File: src/rtl/cd_i2s_feeder.sv
`default_nettype none
// +--------------------------------------------------------------------+
// | cd_i2s_feeder: FIFO-buffered CD sample serializer for Butch I2S rx  |
// | Rev 1.0                                                             |
// +--------------------------------------------------------------------+
module cd_i2s_feeder #(
  parameter int DEPTH = 8,
  parameter int CW    = 4
) (
  input  logic          sys_clk,
  input  logic          reset,
  input  logic          en,
  input  logic          flush,
  input  logic          sck,
  input  logic          ws,
  input  logic [31:0]   din,
  input  logic          din_valid,
  output logic          din_ready,
  output logic          i2rxd,
  output logic [CW-1:0] level,
  output logic          underrun,
  output logic [15:0]   underrun_cnt
);

  localparam int            AW           = $clog2(DEPTH);
  localparam logic [CW-1:0] c_full_level = CW'(DEPTH);

  typedef enum logic [1:0] {
    S_IDLE = 2'd0,
    S_SYNC = 2'd1,
    S_RUN  = 2'd2
  } state_t;

  logic [31:0]   r_mem [DEPTH];
  logic [AW-1:0] r_wptr;
  logic [AW-1:0] r_rptr;
  logic [CW-1:0] r_level;
  logic          r_sck_d;
  logic          r_ws_q;
  logic          r_ws_used;
  logic [31:0]   r_hold;
  logic [15:0]   r_shift;
  logic          r_underrun;
  logic [15:0]   r_underrun_cnt;
  state_t        r_state;

  logic          w_rise;
  logic          w_fall;
  logic          w_boundary;
  logic          w_empty;
  logic          w_push;
  logic          w_pop;
  logic          w_left_load;
  logic          w_underrun_nxt;
  logic          w_ws_used_nxt;
  logic [31:0]   w_hold_nxt;
  logic [15:0]   w_shift_nxt;
  state_t        w_state_nxt;

  assign w_rise     = ~r_sck_d & sck;
  assign w_fall     = r_sck_d & ~sck;
  assign w_boundary = (r_ws_q != r_ws_used);
  assign w_empty    = (r_level == '0);

  // Ready is taken from the registered level, so a pop never frees a slot
  // for a push in the same cycle.
  assign din_ready = (r_level != c_full_level) & ~flush;
  assign w_push    = din_valid & din_ready;

  always_comb begin
    w_state_nxt    = r_state;
    w_shift_nxt    = r_shift;
    w_hold_nxt     = r_hold;
    w_ws_used_nxt  = r_ws_used;
    w_left_load    = 1'b0;
    w_pop          = 1'b0;
    w_underrun_nxt = 1'b0;

    case (r_state)
      S_IDLE: begin
        w_shift_nxt = '0;
        if (en) w_state_nxt = S_SYNC;
      end
      S_SYNC: begin
        w_shift_nxt = '0;
        if (!en) begin
          w_state_nxt = S_IDLE;
        end else if (w_fall && w_boundary) begin
          w_ws_used_nxt = r_ws_q;
          if (!r_ws_q) begin
            w_state_nxt = S_RUN;
            w_left_load = 1'b1;
          end
        end
      end
      S_RUN: begin
        if (!en) begin
          w_state_nxt = S_IDLE;
          w_shift_nxt = '0;
        end else if (w_fall) begin
          if (w_boundary) begin
            w_ws_used_nxt = r_ws_q;
            if (!r_ws_q) w_left_load = 1'b1;
            else         w_shift_nxt = r_hold[15:0];
          end else begin
            w_shift_nxt = {r_shift[14:0], 1'b0};
          end
        end
      end
      default: begin
        w_state_nxt = S_IDLE;
        w_shift_nxt = '0;
      end
    endcase

    if (w_left_load) begin
      if (!w_empty) begin
        w_pop      = 1'b1;
        w_hold_nxt = r_mem[r_rptr];
      end else begin
        w_hold_nxt     = '0;
        w_underrun_nxt = 1'b1;
      end
      w_shift_nxt = w_hold_nxt[31:16];
    end

    if (flush) begin
      w_state_nxt    = en ? S_SYNC : S_IDLE;
      w_shift_nxt    = '0;
      w_hold_nxt     = r_hold;
      w_ws_used_nxt  = r_ws_used;
      w_pop          = 1'b0;
      w_underrun_nxt = 1'b0;
    end
  end

  // Storage array carries no reset; only pointers and level define contents.
  always_ff @(posedge sys_clk) begin
    if (w_push) r_mem[r_wptr] <= din;
  end

  always_ff @(posedge sys_clk) begin
    if (reset) begin
      r_wptr         <= '0;
      r_rptr         <= '0;
      r_level        <= '0;
      r_sck_d        <= 1'b0;
      r_ws_q         <= 1'b0;
      r_ws_used      <= 1'b0;
      r_hold         <= '0;
      r_shift        <= '0;
      r_underrun     <= 1'b0;
      r_underrun_cnt <= '0;
      r_state        <= S_IDLE;
    end else begin
      r_sck_d    <= sck;
      if (w_rise) r_ws_q <= ws;
      r_ws_used  <= w_ws_used_nxt;
      r_hold     <= w_hold_nxt;
      r_shift    <= w_shift_nxt;
      r_state    <= w_state_nxt;
      r_underrun <= w_underrun_nxt;
      if (w_underrun_nxt && (r_underrun_cnt != 16'hFFFF))
        r_underrun_cnt <= r_underrun_cnt + 16'd1;

      if (flush) begin
        r_wptr  <= '0;
        r_rptr  <= '0;
        r_level <= '0;
      end else begin
        if (w_push) r_wptr <= r_wptr + AW'(1);
        if (w_pop)  r_rptr <= r_rptr + AW'(1);
        case ({w_push, w_pop})
          2'b10:   r_level <= r_level + CW'(1);
          2'b01:   r_level <= r_level - CW'(1);
          default: r_level <= r_level;
        endcase
      end
    end
  end

  assign i2rxd        = r_shift[15];
  assign level        = r_level;
  assign underrun     = r_underrun;
  assign underrun_cnt = r_underrun_cnt;

endmodule
`default_nettype wire

File: config.mk
export PLATFORM = sky130hd
export DESIGN_NAME = cd_i2s_feeder
export DESIGN_NICKNAME = d
export VERILOG_FILES = /design/src/rtl/cd_i2s_feeder.sv
export SDC_FILE = /design/constraint.sdc
export NUM_CORES = 1
export LEC_CHECK = 0
export ABC_AREA = 1
export CORE_MARGIN = 2
export CORE_UTILIZATION = 65
export DETAILED_ROUTE_END_ITERATION = 10
export PLACE_DENSITY = 0.93
export REMOVE_ABC_BUFFERS = 1
export SLEW_MARGIN = 10
export SYNTH_ARGS = -nofsm -noshare
export SYNTH_HDL_FRONTEND = slang
export SYNTH_SLANG_ARGS = --single-unit
File: constraint.sdc
create_clock -name sys_clk -period 6.6 [get_ports sys_clk]
set_input_delay 0.66 -clock sys_clk [delete_from_list [all_inputs] [get_ports sys_clk]]
set_output_delay 0.66 -clock sys_clk [all_outputs]
set_load 0.005 [all_outputs]
==> results by group, run 1 <==
Place
  • HPWL after DPL: 16.2 mm
  • Inst Count DP: 1551
  • Post-DP Area: 14100 sq um
  • Place WS: ~3 ns
  • Gpl congestion: 0.878
  • Port-buffer cells: between 60 and 70

Route
  • Router iterations before antenna repair: 6
  • WL/cell: around 18 um
  • Initial DRC Count: about 1100
  • Vias/cell: around 6.0
  • Final wirelength: a little under 30 mm
  • Residual DRC: 0
  • Routed vias: 9677
  • Post-route ant nets: 0

Floorplan
  • Chip height: ~150 um
  • Die area: approximately 22000 sq um
  • # rows: 52
  • Die Width: 148 um
  • # IOs: between 60 and 70
  • Area of the core: between 20000 and 25000 sq um
  • Initial Utilization: around two thirds

Cells and area
  • Layout net count: approximately 1400
  • FILL cells: about 1200
  • Most common cell after layout, fill and taps aside: edfxtp_1
  • Design area: 15200 sq um
  • Layout cells sized above 1: about 6.4%
  • Area grow syn2layout: 13.4%
  • Finished Layout Cells: 1609
  • Finished Core Util: about three quarters
  • Most frequent cells in the layout: 256 x edfxtp_1, 255 x nand2_1, 209 x nor2_1, 198 x o21ai_0, 65 x dfxtp_1

Logic synthesis
  • Cell area after synthesis: ~13000 sq um
  • Register area share after synthesis: 67.4%
  • Netlist cell types: 33
  • Gate Count Post-Synth: 1279
  • Synth Warn #: 0
  • Syn_area_per_cell: between 10 and 15 sq um
  • Register bit total from synthesis: 323

Global route
  • Vias in the first global route: 9340
  • Initial antenna violation count: 0
  • Total grt overflow: 0
  • First-pass GRT wire length: ~47 mm
  • GRT Overall Usage: between 20% and 30%
  • Largest net degree at the start of global routing: 93

Timing
  • Max Clock Skew: approximately 0.011 ns
  • Hold slack: 0.459 ns
  • Fin Setup TNS: 0 ns
  • Tmin final: ~3.5 ns
  • Hold Vio Cnt, Final: 0
  • Final Cycle Share: ~53%
  • Fin worst setup slack: 3.09 ns
  • Final Max Tran Viols: 0
  • Worst Max-Slew Pin Slew: approximately 1.2 ns
  • Final setup fails: 0
  • Fmax: ~290 MHz
  • Max-Slew Margin vs Limit: around 18%
  • Unrepaired setup endpoints after global routing: no

Job
  • Max Cap Violations: 0

Clocking
  • Clock Sinks: around 320
  • Post-CTS Setup Bufs: 0
  • Worst skew pair latency: ~0.57 ns
  • Worst-path clk slew: about 0.060 ns
  • Clk buf depth: 3
  • CTS buffer count: 31
  • Cts repair resizes: 0
  • Post-cts hold buffer count: 0
  • H-Tree Depth: 1
  • Clock root cell: clkbuf_16
  • CTS tree: yes

Min path
  • Type of the most critical hold path: reg -> reg

Critical path
  • CP Capture Type: flip-flop
  • Kind of critical path: reg -> reg
  • Element type at the critical path start: flip-flop
  • Critical path peak fanout: 21
  • Data required, critical path: approximately 7.1 ns
  • Data arrival, critical path: around 4.0 ns

Run status
  • Status: finished clean

Power
  • Peak VDD IR: 0.255 mV
  • Leakage: approximately 5.3 nW
  • Power Density: around 270 nW/um^2
  • Power Total: about 4.1 mW
[final cells by class]
| type | count | area, sq um | area share, % |
|---|---|---|---|
| Clock buffer | 43 | 903 | 5.95 |
| Tap cell | 270 | 338 | 2.22 |
| Antenna cell | 1 | 2.50 | 0.0165 |
| Clock inverter | 14 | 130 | 0.857 |
| Multi-Input combinational cell | 848 | 3950 | 26.0 |
| Inverter | 41 | 154 | 1.01 |
| Timing Repair Buffer | 69 | 671 | 4.42 |
| Sequential cell | 323 | 9030 | 59.5 |
[critical path, stage by stage (launching register included)]
cell	delay, ns
dfxtp_1	0.40
inv_1	0.06
ha_1	0.55
nor2_2	0.19
nand2_1	0.10
nand2_2	0.12
nand3_4	0.12
nor2_8	0.26
nand2_4	0.10
inv_2	0.34
ha_1	0.31
xor2_1	0.27
ha_1	0.19
a21oi_1	0.05
xnor2_1	0.13
o21ai_0	0.16
inv_1	0.05
[cell usage after synthesis]
master	n	area [sq um]
clkinv_1	1	3.75
nor2_8	1	20.0
ha_1	10	125
xor2_1	7	61.3
nand3_1	29	145
nand2_4	1	11.3
nand4_2	2	25.0
o21ai_0	198	991
edfxtp_1	256	7690
buf_1	1	3.75
nand3_4	1	17.5
a21oi_1	64	320
dfxtp_1	67	1340
buf_6	4	45.0
o22ai_1	16	100
nor2_4	3	33.8
nand4_1	5	31.3
nor2_1	217	815
buf_2	14	70.1
o221ai_1	1	8.76
buf_4	5	37.5
inv_2	4	15.0
a211oi_1	1	7.51
xnor2_1	7	61.3
nand2_1	255	957
inv_1	36	135
nand2_2	4	25.0
o21ai_1	18	90.1
nand3b_1	1	7.51
clkbuf_2	1	5.00
nor3_1	4	20.0
clkbuf_1	42	158
nor2_2	3	18.8
[per-layer routing]
| metal | GRT usage, % | vias to the layer above | routed length [um] |
|---|---|---|---|
| li1 | - | 4488 | - |
| met1 | 34.7 | 4551 | 11500 |
| met2 | 45.8 | 537 | 14800 |
| met3 | 4.54 | 101 | 2460 |
| met4 | 12.2 | 0 | 1080 |
| met5 | 0 | - | 0 |
[state kept, by name, indices dropped and copies added (netlist names), named ones only]
register	flops
r_ws_q	1
underrun_cnt	16
underrun	1
r_state	2
r_rptr	3
r_wptr	3
r_mem	256
r_ws_used	1
r_shift	16
level	4
r_hold	16
r_sck_d	1
[report_power, final]
group          switching [mW]  internal [mW]  total, mW  leakage (nW)
Clock                   0.732           1.03       1.76         0.510
Combinational          0.0867         0.0435      0.130          1.94
Sequential            0.00791           2.21       2.22          2.85
[logic make-up (layout without fill, tap and decap cells)]
family / Yosys count / after routing / share of synthesized area [%]
adder cells (fa/ha/maj): 10 / 10 / 0.934
AO/OA/AOI/OAI: 298 / 298 / 11.3
XOR/XNOR: 14 / 14 / 0.915
AND/OR/NAND/NOR: 526 / 526 / 15.9
other: 0 / 1 / 0
buffers and inverters: 108 / 167 / 3.53
flip-flops: 323 / 323 / 67.4
[path summary, 6_finish.rpt]
kind / start / slack (ns) / depth (start not counted) / end
setup / recovery: r_ws_q / 3.09 / 16 / level[2]
hold / removal: r_ws_used / 0.46 / 2 / r_ws_used
setup reg to reg: r_ws_q / 3.09 / 16 / level[2]
hold reg to reg: r_ws_used / 0.46 / 2 / r_ws_used
Note: power is estimated with default switching activity, not from simulation.
==> run 2: changes to the inputs <==
- CORE_UTILIZATION: 65 -> 54
- PLACE_DENSITY: 0.93 -> 0.83
- clock period: 6.6 -> 2.98 ns (I/O delays scaled with it)
==> run 2 against run 1 <==
  * Die area grew 20%
  * Sequential share of layout area fell by 1.6 points
  * Utilization fell by 11 points
  * Global-route usage is 4.7 points lower
  * Maximum frequency up 33%
  * Combinational power grew 130%
  * Critical path type unchanged
==> results by group, run 2 (same netlist as run 1, synthesis figures left out) <==
Global route
  • First-pass GRT wire length: roughly 47 mm
  • GRT Overall Usage: between 20% and 30%
  • Vias in the first global route: 9168
  • Initial antenna violation count: 1
  • Largest net degree at the start of global routing: approximately 130
  • Total grt overflow: 0

Clocking
  • H-Tree Depth: 2
  • Post-cts hold buffer count: 0
  • Post-CTS Setup Bufs: 0
  • Cts repair resizes: 0
  • Clock Sinks: about 320
  • CTS tree: yes
  • Worst skew pair latency: roughly 0.52 ns
  • Worst-path clk slew: 0.06 ns
  • CTS buffer count: 34
  • Clk buf depth: 3
  • Clock root cell: clkbuf_16

Power
  • Internal power: 7.62 mW
  • Peak VDD IR: between 0.4 and 0.5 mV
  • Switch share: about a fifth
  • Power Density: slightly above 600 nW/um^2
  • Seq pwr share: about half
  • Comb pwr share: 3.1%
  • Clk network pwr share: 45.1%
  • Power Total: between 9 and 10 mW
  • Leakage: between 5 and 6 nW
  • Net switching power: between 1.5 and 2 mW

Cells and area
  • Max reg flops: 256
  • Layout cells sized above 1: between 8 and 9%
  • Most common cell after layout, fill and taps aside: edfxtp_1
  • Area grow syn2layout: 16.5%
  • Register bank with the most flops: r_mem
  • FILL cells: between 1500 and 2000
  • Layout net count: between 1000 and 1500
  • Most frequent cells in the layout: 256 x edfxtp_1, 255 x nand2_1, 209 x nor2_1, 198 x o21ai_0, 65 x dfxtp_1
  • Design area: 15600 sq um
  • N_diodes: 0

Timing
  • Unrepaired setup endpoints after global routing: no
  • Final Max Tran Viols: 0
  • Final setup fails: 0
  • Tmin final: ~2.6 ns
  • Fin worst setup slack: 0.334 ns
  • Hold Vio Cnt, Final: 0
  • Fmax: around 380 MHz
  • Max Clock Skew: around 0.028 ns
  • Max-Slew Margin vs Limit: about 47%
  • Worst Max-Slew Pin Slew: roughly 0.79 ns
  • Final Cycle Share: approximately nine tenths
  • Hold slack: ~0.38 ns

Floorplan
  • Area of the core: between 20000 and 25000 sq um
  • Chip height: between 150 and 200 um
  • Die area: 26100 sq um
  • # IOs: 62
  • Initial Utilization: 55.1%
  • # rows: 57
  • Die Width: approximately 160 um

Place
  • Post-DP Area: 14500 sq um
  • Port-buffer cells: a little over 60
  • HPWL after DPL: 16.9 mm
  • Gpl congestion: around 0.85
  • Place WS: ~0.3 ns

Critical path
  • Data arrival, critical path: between 3 and 4 ns
  • Data required, critical path: around 3.4 ns
  • Kind of critical path: reg -> reg
  • Element type at the critical path start: flip-flop
  • CP Capture Type: flip-flop
  • Critical path peak fanout: 5

Route
  • Residual DRC: 0
  • Routed vias: between 9000 and 10000
  • Router iterations before antenna repair: 6
  • Vias/cell: roughly 5.6
  • Final wirelength: just under 30 mm
  • Initial DRC Count: 1232
  • WL/cell: between 15 and 20 um
  • Post-route ant nets: 0

Min path
  • Type of the most critical hold path: in -> reg

Run status
  • Status: finished clean

Job
  • Max Cap Violations: 0
run 2: cell types whose count changed in the layout (fill, tap and decap cells not counted), moves of 4 or more:
cell / delta
buf_12: +7
buf_4: +13
clkbuf_1: +4
clkbuf_16: +4
clkbuf_8: -4
clkinv_1: -4
run 2: cell type report:
type / instances / area [sq um] / area share, %
clock buffer: 46 / 958 / 6.14
sequential: 323 / 9030 / 57.9
timing repair buffer: 89 / 908 / 5.82
clock inverter: 15 / 195 / 1.25
multi-input combinational: 848 / 3950 / 25.3
tap: 324 / 405 / 2.60
inverter: 41 / 154 / 0.986
run 2: power groups by stage:
| stage | clock (mW) | sequential, mW | combinational [mW] |
|---|---|---|---|
| 6_report | 4.29 | 4.92 | 0.296 |
| 5_1_grt | 4.53 | 4.92 | 0.329 |
| 4_1_cts | 4.34 | 4.92 | 0.296 |
| 3_5_place_dp | 0 | 5.01 | 0.293 |
| 3_3_place_gp | 0 | 5.01 | 0.286 |
| 2_1_floorplan | 0 | 5.01 | 0.125 |
run 2: routing by layer:
layer / up-vias / track usage (%) / part of all wire (%)
li1: 4533 / - / -
met1: 4479 / 30.3 / 40
met2: 409 / 37.2 / 50
met3: 70 / 3.31 / 7.4
met4: 2 / 8.16 / 2.4
met5: - / 0 / 0.052
run 2: through the flow:
| step | instances | util (%) | setup TNS (ns) |
|---|---|---|---|
| after floorplan | 1212 | - | -66.12 |
| after global placement | 1625 | 59.4 | 0 |
| after detailed placement | 1625 | 59.4 | 0 |
| after CTS | 1686 | 64.2 | 0 |
| after global routing | 1686 | 64.2 | 0 |
| final | 1686 | 64.2 | 0 |
run 2: final timing paths:
kind | from | to | slack [ns] | cells after the start
worst max-delay path | r_ws_q | level[2] | 0.33 | 16
worst min-delay path | ws | r_ws_q | 0.38 | 3
worst max register to register | r_ws_q | level[2] | 0.33 | 16
worst min register to register | r_ws_used | r_ws_used | 0.47 | 2
run 2: worst max-delay path, stage by stage (launching register included):
cell and delay [ns]:
dfxtp_1 0.40, inv_1 0.07, ha_1 0.32, nor2_2 0.11, nand2_1 0.10, nand2_2 0.12
nand3_4 0.11, nor2_8 0.11, nand2_4 0.06, inv_2 0.06, ha_1 0.20, xor2_1 0.27
ha_1 0.20, a21oi_1 0.06, xnor2_1 0.15, o21ai_0 0.15, inv_1 0.05
